$ cat src/rtl/alu_issue.sv
// Issue front-end for the divided-strobe ALU: decodes a MIPS word, holds operands
// across at least one ALU evaluation, then returns the captured result with tags.
module alu_issue #(
    parameter int          HOLD_CYCLES = 8,
    parameter logic [5:0]  ED_IDLE     = 6'b110110
) (
    input  logic        clk,
    input  logic        rst,
    input  logic        in_valid,
    output logic        in_ready,
    input  logic [31:0] instr,
    input  logic [31:0] rs_val,
    input  logic [31:0] rt_val,
    output logic [31:0] alu_a,
    output logic [31:0] alu_b,
    output logic [5:0]  alu_ed,
    input  logic [31:0] alu_c,
    output logic        res_valid,
    input  logic        res_ready,
    output logic [31:0] res_data,
    output logic [4:0]  res_dst,
    output logic [1:0]  res_kind,
    output logic        illegal
);

    typedef enum logic [1:0] {
        S_IDLE = 2'b00,
        S_HOLD = 2'b01,
        S_RESP = 2'b10
    } state_t;

    localparam logic [7:0] CNT_LOAD = 8'(HOLD_CYCLES - 1);

    state_t      state_r;
    state_t      state_nxt_s;
    logic [7:0]  cnt_r;

    logic [31:0] dec_a_s;
    logic [31:0] dec_b_s;
    logic [5:0]  dec_ed_s;
    logic [4:0]  dec_dst_s;
    logic [1:0]  dec_kind_s;
    logic        dec_ill_s;
    logic [31:0] simm_s;
    logic [31:0] zimm_s;
    logic [5:0]  funct_s;
    logic        unused_s;

    assign funct_s  = instr[5:0];
    assign simm_s   = {{16{instr[15]}}, instr[15:0]};
    assign zimm_s   = {16'd0, instr[15:0]};
    assign in_ready = (state_r == S_IDLE);
    // The rs field is only needed by the register file, which supplies rs_val.
    assign unused_s = ^instr[25:21];

    // Instruction decode: operands, opcode, destination and kind for one word.
    always_comb begin
        dec_a_s    = rs_val;
        dec_b_s    = rt_val;
        dec_ed_s   = ED_IDLE;
        dec_dst_s  = instr[20:16];
        dec_kind_s = 2'd0;
        dec_ill_s  = 1'b0;
        case (instr[31:26])
            6'b000000: begin
                dec_ed_s  = funct_s;
                dec_dst_s = instr[15:11];
                case (funct_s)
                    6'b000000, 6'b000010, 6'b000011: begin
                        dec_a_s = rt_val;
                        dec_b_s = {27'd0, instr[10:6]};
                    end
                    6'b000100, 6'b000110, 6'b000111: begin
                        dec_a_s = rt_val;
                        dec_b_s = {27'd0, rs_val[4:0]};
                    end
                    6'b100000, 6'b100001, 6'b100010, 6'b100011,
                    6'b100100, 6'b100101, 6'b100110, 6'b100111,
                    6'b101010, 6'b101011, 6'b010000, 6'b010010: dec_kind_s = 2'd0;
                    6'b011000, 6'b011001, 6'b011010, 6'b011011,
                    6'b010001, 6'b010011: dec_kind_s = 2'd3;
                    default: begin
                        dec_ill_s = 1'b1;
                        dec_ed_s  = ED_IDLE;
                    end
                endcase
            end
            6'b001000, 6'b001001: begin dec_ed_s = 6'b110000; dec_b_s = simm_s; end
            6'b001010, 6'b001011: begin dec_ed_s = 6'b110101; dec_b_s = simm_s; end
            6'b001100: begin dec_ed_s = 6'b110010; dec_b_s = zimm_s; end
            6'b001101: begin dec_ed_s = 6'b110011; dec_b_s = zimm_s; end
            6'b001110: begin dec_ed_s = 6'b110100; dec_b_s = zimm_s; end
            6'b001111: begin dec_ed_s = 6'b110111; dec_b_s = {instr[15:0], 16'd0}; end
            6'b100011, 6'b101011: begin
                dec_ed_s   = 6'b110000;
                dec_b_s    = simm_s;
                dec_kind_s = 2'd2;
            end
            6'b000100: begin dec_ed_s = 6'b111100; dec_kind_s = 2'd1; end
            6'b000101: begin dec_ed_s = 6'b111101; dec_kind_s = 2'd1; end
            6'b000110: begin dec_ed_s = 6'b111110; dec_b_s = 32'd0; dec_kind_s = 2'd1; end
            6'b000111: begin dec_ed_s = 6'b111111; dec_b_s = 32'd0; dec_kind_s = 2'd1; end
            6'b000001: begin
                dec_b_s    = 32'd0;
                dec_kind_s = 2'd1;
                case (instr[20:16])
                    5'd0:    dec_ed_s  = 6'b111000;
                    5'd1:    dec_ed_s  = 6'b111001;
                    default: dec_ill_s = 1'b1;
                endcase
            end
            default: dec_ill_s = 1'b1;
        endcase
    end

    // State register.
    always_ff @(posedge clk) begin
        if (rst) begin
            state_r <= S_IDLE;
        end else begin
            state_r <= state_nxt_s;
        end
    end

    // Next-state selection.
    always_comb begin
        state_nxt_s = state_r;
        case (state_r)
            S_IDLE: begin
                if (in_valid) begin
                    state_nxt_s = dec_ill_s ? S_RESP : S_HOLD;
                end else begin
                    state_nxt_s = S_IDLE;
                end
            end
            S_HOLD: begin
                if (cnt_r == 8'd0) begin
                    state_nxt_s = S_RESP;
                end else begin
                    state_nxt_s = S_HOLD;
                end
            end
            S_RESP: begin
                if (res_ready) begin
                    state_nxt_s = S_IDLE;
                end else begin
                    state_nxt_s = S_RESP;
                end
            end
            default: state_nxt_s = S_IDLE;
        endcase
    end

    // Operand, hold counter and response registers.
    always_ff @(posedge clk) begin
        if (rst) begin
            cnt_r     <= 8'd0;
            alu_a     <= 32'd0;
            alu_b     <= 32'd0;
            alu_ed    <= ED_IDLE;
            res_valid <= 1'b0;
            res_data  <= 32'd0;
            res_dst   <= 5'd0;
            res_kind  <= 2'd3;
            illegal   <= 1'b0;
        end else begin
            case (state_r)
                S_IDLE: begin
                    if (in_valid && dec_ill_s) begin
                        illegal   <= 1'b1;
                        res_kind  <= 2'd3;
                        res_data  <= 32'd0;
                        res_dst   <= 5'd0;
                        res_valid <= 1'b1;
                    end else if (in_valid) begin
                        alu_a    <= dec_a_s;
                        alu_b    <= dec_b_s;
                        alu_ed   <= dec_ed_s;
                        res_dst  <= dec_dst_s;
                        res_kind <= dec_kind_s;
                        cnt_r    <= CNT_LOAD;
                    end
                end
                S_HOLD: begin
                    // Operands have been stable long enough to span an ALU strobe.
                    if (cnt_r == 8'd0) begin
                        res_data  <= alu_c;
                        alu_ed    <= ED_IDLE;
                        alu_a     <= 32'd0;
                        alu_b     <= 32'd0;
                        res_valid <= 1'b1;
                    end else begin
                        cnt_r <= cnt_r - 8'd1;
                    end
                end
                S_RESP: begin
                    if (res_ready) begin
                        res_valid <= 1'b0;
                        illegal   <= 1'b0;
                    end
                end
                default: begin
                    res_valid <= 1'b0;
                end
            endcase
        end
    end

endmodule

$ cat config.mk
export PLATFORM = sky130hd
export DESIGN_NAME = alu_issue
export DESIGN_NICKNAME = d
export VERILOG_FILES = /design/src/rtl/alu_issue.sv
export SDC_FILE = /design/constraint.sdc
export NUM_CORES = 1
export LEC_CHECK = 0
export CAP_MARGIN = 20
export CORE_MARGIN = 2
export CORE_UTILIZATION = 48
export DETAILED_ROUTE_END_ITERATION = 8
export PLACE_DENSITY_LB_ADDON = 0.15
export REMOVE_ABC_BUFFERS = 1
export SYNTH_ARGS = -nofsm -noshare
export SYNTH_HDL_FRONTEND = slang
export SYNTH_SLANG_ARGS = --single-unit
$ cat constraint.sdc
create_clock -name clk -period 5.7 [get_ports clk]
set_clock_uncertainty 0.05 [all_clocks]
set_input_delay 0.855 -clock clk [delete_from_list [all_inputs] [get_ports clk]]
set_output_delay 0.855 -clock clk [all_outputs]
set_load 0.01 [all_outputs]
# == Yosys cells after proc, flatten, opt, wreduce, memory -nomap -nowiden ==
# Index checks and enable logic that the tools add are counted.
# totals
inputBits,132
out_inout_bits,112
wordCells,132
ff_bits,121
# classes
eq_ne,47
n_mux,45
addsub,1
n_reduce_logical,29
# ops
op,n
two-way mux 32 bit,9
one-hot mux 32 bit (2 select lines),4
one-hot mux 32 bit (5 select lines),1
"equality test 6 bit, second input constant",12
one-hot mux 6 bit (12 select lines),1
"equality test 6 x 4 -> 1 bit, second input constant",8
"equality test 6 x 5 -> 1 bit, second input constant",8
"equality test 6 x 3 -> 1 bit, second input constant",7
two-way mux 6 bit,4
two-way mux 8 bit,3
OR reduction 24 bit,1
OR reduction 6 bit,3
one-hot mux 8 bit (2 select lines),1
two-way mux 5 bit,3
two-way mux 2 bit,7
OR reduction 14 bit,1
"equality test 6 x 2 -> 1 bit, second input constant",2
zero test 6 bit,2
one-hot mux 2 bit (3 select lines),2
one-hot mux 6 bit (2 select lines),1
OR reduction 3 bit,4
"inequality test 2 bit, second input constant",5
AND reduction 3 bit,3
zero test 8 bit,1
other kinds (19),29

# == Depth between registers and ports, before layout ==
# logic_depth
word_depth,7
ltp_mapped,10
mapped_depth_nobuf,7

# == Worst setup path after synthesis ==
# OpenSTA, ideal clock, no wires.
# synth_path
path_kind,input-to-reg
startpoint,input instr[30]
endpoint,register alu_a[1]
path_buffers,4
required_time_ps,5584
setup_time_ps,66
arrival_ps,2523
setup_slack_ps,3061
path_stages,10
cell_sequence,buf_4 nor4_4 and2_1 buf_4 nand3_1 buf_2 buf_2 mux2i_1 mux2_4 nor2_2
# synth_via
elab_chain_cells,6
word_cells_on_any_way,25
cone_classes,eq/ne (16); mux (5); reduce/logical (4)
# synth_lines
item,line_no,source
start: declaration,11,"input logic [31:0] instr,"
"equality test 6 x 3 -> 1 bit, or another cell as far along",64,case (instr[31:26])
OR reduction 14 bit (no source line),--,
one-hot mux 1 bit (3 select lines),64,
logical AND 1 bit,169,if (in_valid && dec_ill_s) begin
inequality test 2 bit (no source line),--,
AND reduction 4 bit (no source line),--,
end signal: assignment,176,alu_a <= dec_a_s;
end: declaration,14,"output logic [31:0] alu_a,"
# Parallel ways exist; a longest one is shown, timed or not. The select of a mux whose other input is x is not followed.
# A chain may end at the register's enable or synchronous reset.

# == Final worst setup path ==
# layout_path
startpoint,input instr[31]
endpoint,register alu_a[10]
# Same word-level chain as after synthesis.

==> impl_metrics.py <==
metrics = {
    "final_layout": {
        "seqCellArea_sq_um": 2420,
        "multi_input_area_sq_um": 3410,
        "nFillCells": 999,
        "syn_to_final_growth_pct": 47.6,
        "drive_above_1_share_pct": 12.5,
        "diodes": 0,
        "nNetsFinal": 1050,
        "design_area_sq_um": 9140,
    },
    "detailed_routing": {
        "drc": 0,
        "dr.pass1.iters": 5,
        "wire_per_inst_um": 18.0,
        "wl_um": 19700,
        "vias_per_cell": 5.63,
        "initialDrtViolationCount": 319,
        "ant_nets": 0,
        "vias": 6188,
    },
    "sta": {
        "worstMarginPinSlew_ns": 1.01,
        "maxSlewViolCount": 0,
        "min_period_ns": 3.99,
        "hold_violations": 0,
        "finalSetupViolCount": 0,
        "period_share_pct": 70.0,
        "max_freq_ghz": 0.251,
        "relSlewSlack_pct": 32.4,
        "rsz0062_at_grt": "no",
        "fin_tns_setup_ns": 0,
    },
    "grt": {
        "grt-ovfl-total": 0,
        "grt_max_degree": 100,
        "grt_pass1_vias": 6127,
        "grt_usage_pct": 28.2,
        "antenna_found_initial": 0,
        "grt_pass1_wl_um": 31700,
    },
    "pwr": {
        "net-switching-power_uw": 602,
        "power_frac_seq_pct": 37.6,
        "ir_drop_v": 0.000189,
        "switching_share_pct": 24.8,
        "p_leak_uw": 0.00340,
        "pwr-share-comb_pct": 17.6,
        "p_clk_share_pct": 44.8,
        "power.density_nw_per_um2": 265,
        "p_int_uw": 1820,
    },
    "setup_path": {
        "cp.arrival_ns": 4.28,
        "start_kind": "input pin",
        "path_class": "input pin to register",
        "rr_worst_depth": 6,
        "r2r_start": "state_r[1]",
        "cp.required_ns": 5.99,
        "worst_r2r_endpoint": "alu_a[16]",
        "regToRegSetupSlack_ns": 3.07,
        "worstPathMaxFanout": 21,
        "end_kind": "register",
    },
    "logic_synthesis": {
        "syn_inst": 718,
        "netlist_area_sq_um": 6200,
        "yosysTopAreaCellShare_pct": 39.1,
        "syn_area_per_cell_sq_um": 8.63,
        "seq_area_frac_synth_pct": 39.1,
        "synth_warnings": 0,
        "async_flop_share_pct": 0,
        "synth_area_leaders": "dfxtp_1 (39%), a21oi_1 (6.6%), mux2i_1 (6.5%), nand2_1 (6.4%), mux2_4 (6.1%)",
        "synth.ff_latch_count": 121,
        "yosysTopAreaCell": "dfxtp_1",
        "synth_top_flop_cell": "dfxtp_1",
        "synth_cell_type_count": 59,
        "synth_edf_count": 0,
    },
    "floorplanning": {
        "start_util_pct": 49.1,
        "core-area_sq_um": 12600,
        "std_cell_rows": 41,
        "dieArea_sq_um": 13800,
        "pin_count": 244,
        "die_w_um": 118,
        "die_h_um": 118,
    },
    "hold_path": {
        "hold_class": "register to register",
        "hold_start": "res_valid",
        "whs_endpoint": "res_valid",
        "hold_path_depth": 2,
    },
    "clocking": {
        "clock_latency_ns": 0.41,
        "cts_num_sinks": 121,
        "numCtsBuffers": 17,
        "htree_levels": 4,
        "clk_path_buf_depth": 2,
        "path_clk_slew_ns": 0.05,
        "post_cts_resized": 0,
        "ctsHoldBuffers": 0,
        "cts_root_buf": "clkbuf_16",
        "cts_tree": "done",
        "post-cts-setup-buffers": 0,
    },
    "placement": {
        "dp_hpwl_um": 13600,
        "placed_cell_area_sq_um": 8530,
        "port_buffers": 238,
        "routabilityCongestion": 0.925,
    },
    "outcome": {
        "status": "complete, no violations",
    },
    "job": {
        "max_cap_violations": 0,
    },
}
==> power by group through the flow <==
stage	clock network, uW	registers (uW)	logic [uW]
global placement	0	924	412
detailed placement	0	927	421
finish	1090	910	427
CTS	1100	909	424
floorplan	0	940	163
global route	1140	914	459
==> cells in the final DEF (no fill, tap or decap), types with 4 or more instances in the layout <==
master             n
a211oi_1          23
a21oi_1           82
a221oi_1          27
a31oi_1            7
buf_4             10
clkbuf_16         17
clkdlybuf4s50_1  237
clkinv_2           4
dfxtp_1          121
inv_1              9
mux2_2             8
mux2_4            25
mux2i_1           40
nand2_1          106
nand2b_1           4
nand3_1           51
nor2_1            30
nor2_2            25
nor2b_1            4
nor3_1            12
nor4_1             9
o21ai_0            7
o2bb2ai_1          4
o31a_1             4
==> state kept, by name, indices dropped and copies added (netlist names) <==
| signal | cells |
|---|---|
| alu_ed | 6 |
| illegal | 1 |
| state_r | 2 |
| res_valid | 1 |
| alu_a | 32 |
| res_dst | 5 |
| res_kind | 2 |
| cnt_r | 8 |
| alu_b | 32 |
| res_data | 32 |
==> cells by family (layout without fill, tap and decap cells) <==
group | after synthesis | after routing | share of synthesized area [%]
buffers and inverters | 78 | 287 | 6.28
XOR/XNOR | 5 | 5 | 0.707
adder cells (fa/ha/maj) | 2 | 2 | 0.404
flip-flops | 121 | 121 | 39.1
multiplexers | 73 | 73 | 14.0
AO/OA/AOI/OAI | 171 | 171 | 18.2
AND/OR/NAND/NOR | 268 | 268 | 21.3
==> area by class of cell <==
cell class	instances	area share, %
multi-input combinational	519	37.3
clock buffer	22	5.19
inverter	9	0.369
clock inverter	8	1.30
sequential	121	26.5
timing repair buffer	248	27.0
tap	172	2.35
==> worst max-delay path: stages <==
cell and delay [ns]:
clkdlybuf4s50_1 0.77, nor4_4 0.49, and2_1 0.45, nand3_2 0.66, buf_4 0.50, mux2i_1 0.16
mux2_4 0.27, nor2_2 0.12
==> worst max-delay path by stage <==
stage               startpoint         to  depth (start not counted)
floorplan            instr[31]   alu_a[0]                          6
global placement     instr[31]  alu_a[15]                          8
detailed placement   instr[31]  alu_a[10]                          8
CTS                  instr[31]   alu_b[4]                          8
global route         instr[31]   alu_b[4]                          8
finish               instr[31]  alu_a[10]                          8
==> synthesized netlist by cell type (7+ instances only) <==
library cell and instances:
nand2_1 106, nand3_1 52, o21ai_0 7, buf_6 7, a21oi_1 82, clkbuf_1 35
nor2_1 30, nor2_2 25, a221oi_1 27, mux2_4 25, nor3_1 12, nor4_1 9
mux2_2 8, inv_1 9, buf_2 17, a31oi_1 7, dfxtp_1 121, mux2i_1 40
a211oi_1 23
==> layer usage <==
layer | up-vias | routed length, um | track usage, %
met2 | 239 | 9520 | 46.3
met1 | 2941 | 8390 | 35.5
met5 | - | 0 | 0
met3 | 42 | 1230 | 6.64
met4 | 0 | 597 | 11.7
li1 | 2966 | - | -
==> metrics by stage <==
step	total power [uW]	std cells	hold WS [ns]	worst slack (ns)	utilization, %
2_1_floorplan	1100	649	0.413	2.06	-
3_3_place_gp	1340	1068	0.393	1.42	67.6
3_5_place_dp	1350	1068	0.396	1.35	67.6
4_1_cts	2430	1098	0.404	1.75	72.3
5_1_grt	2510	1099	0.435	1.52	72.5
6_report	2420	1099	0.402	1.71	72.5
No activity file was read; power rests on OpenSTA's default activity.
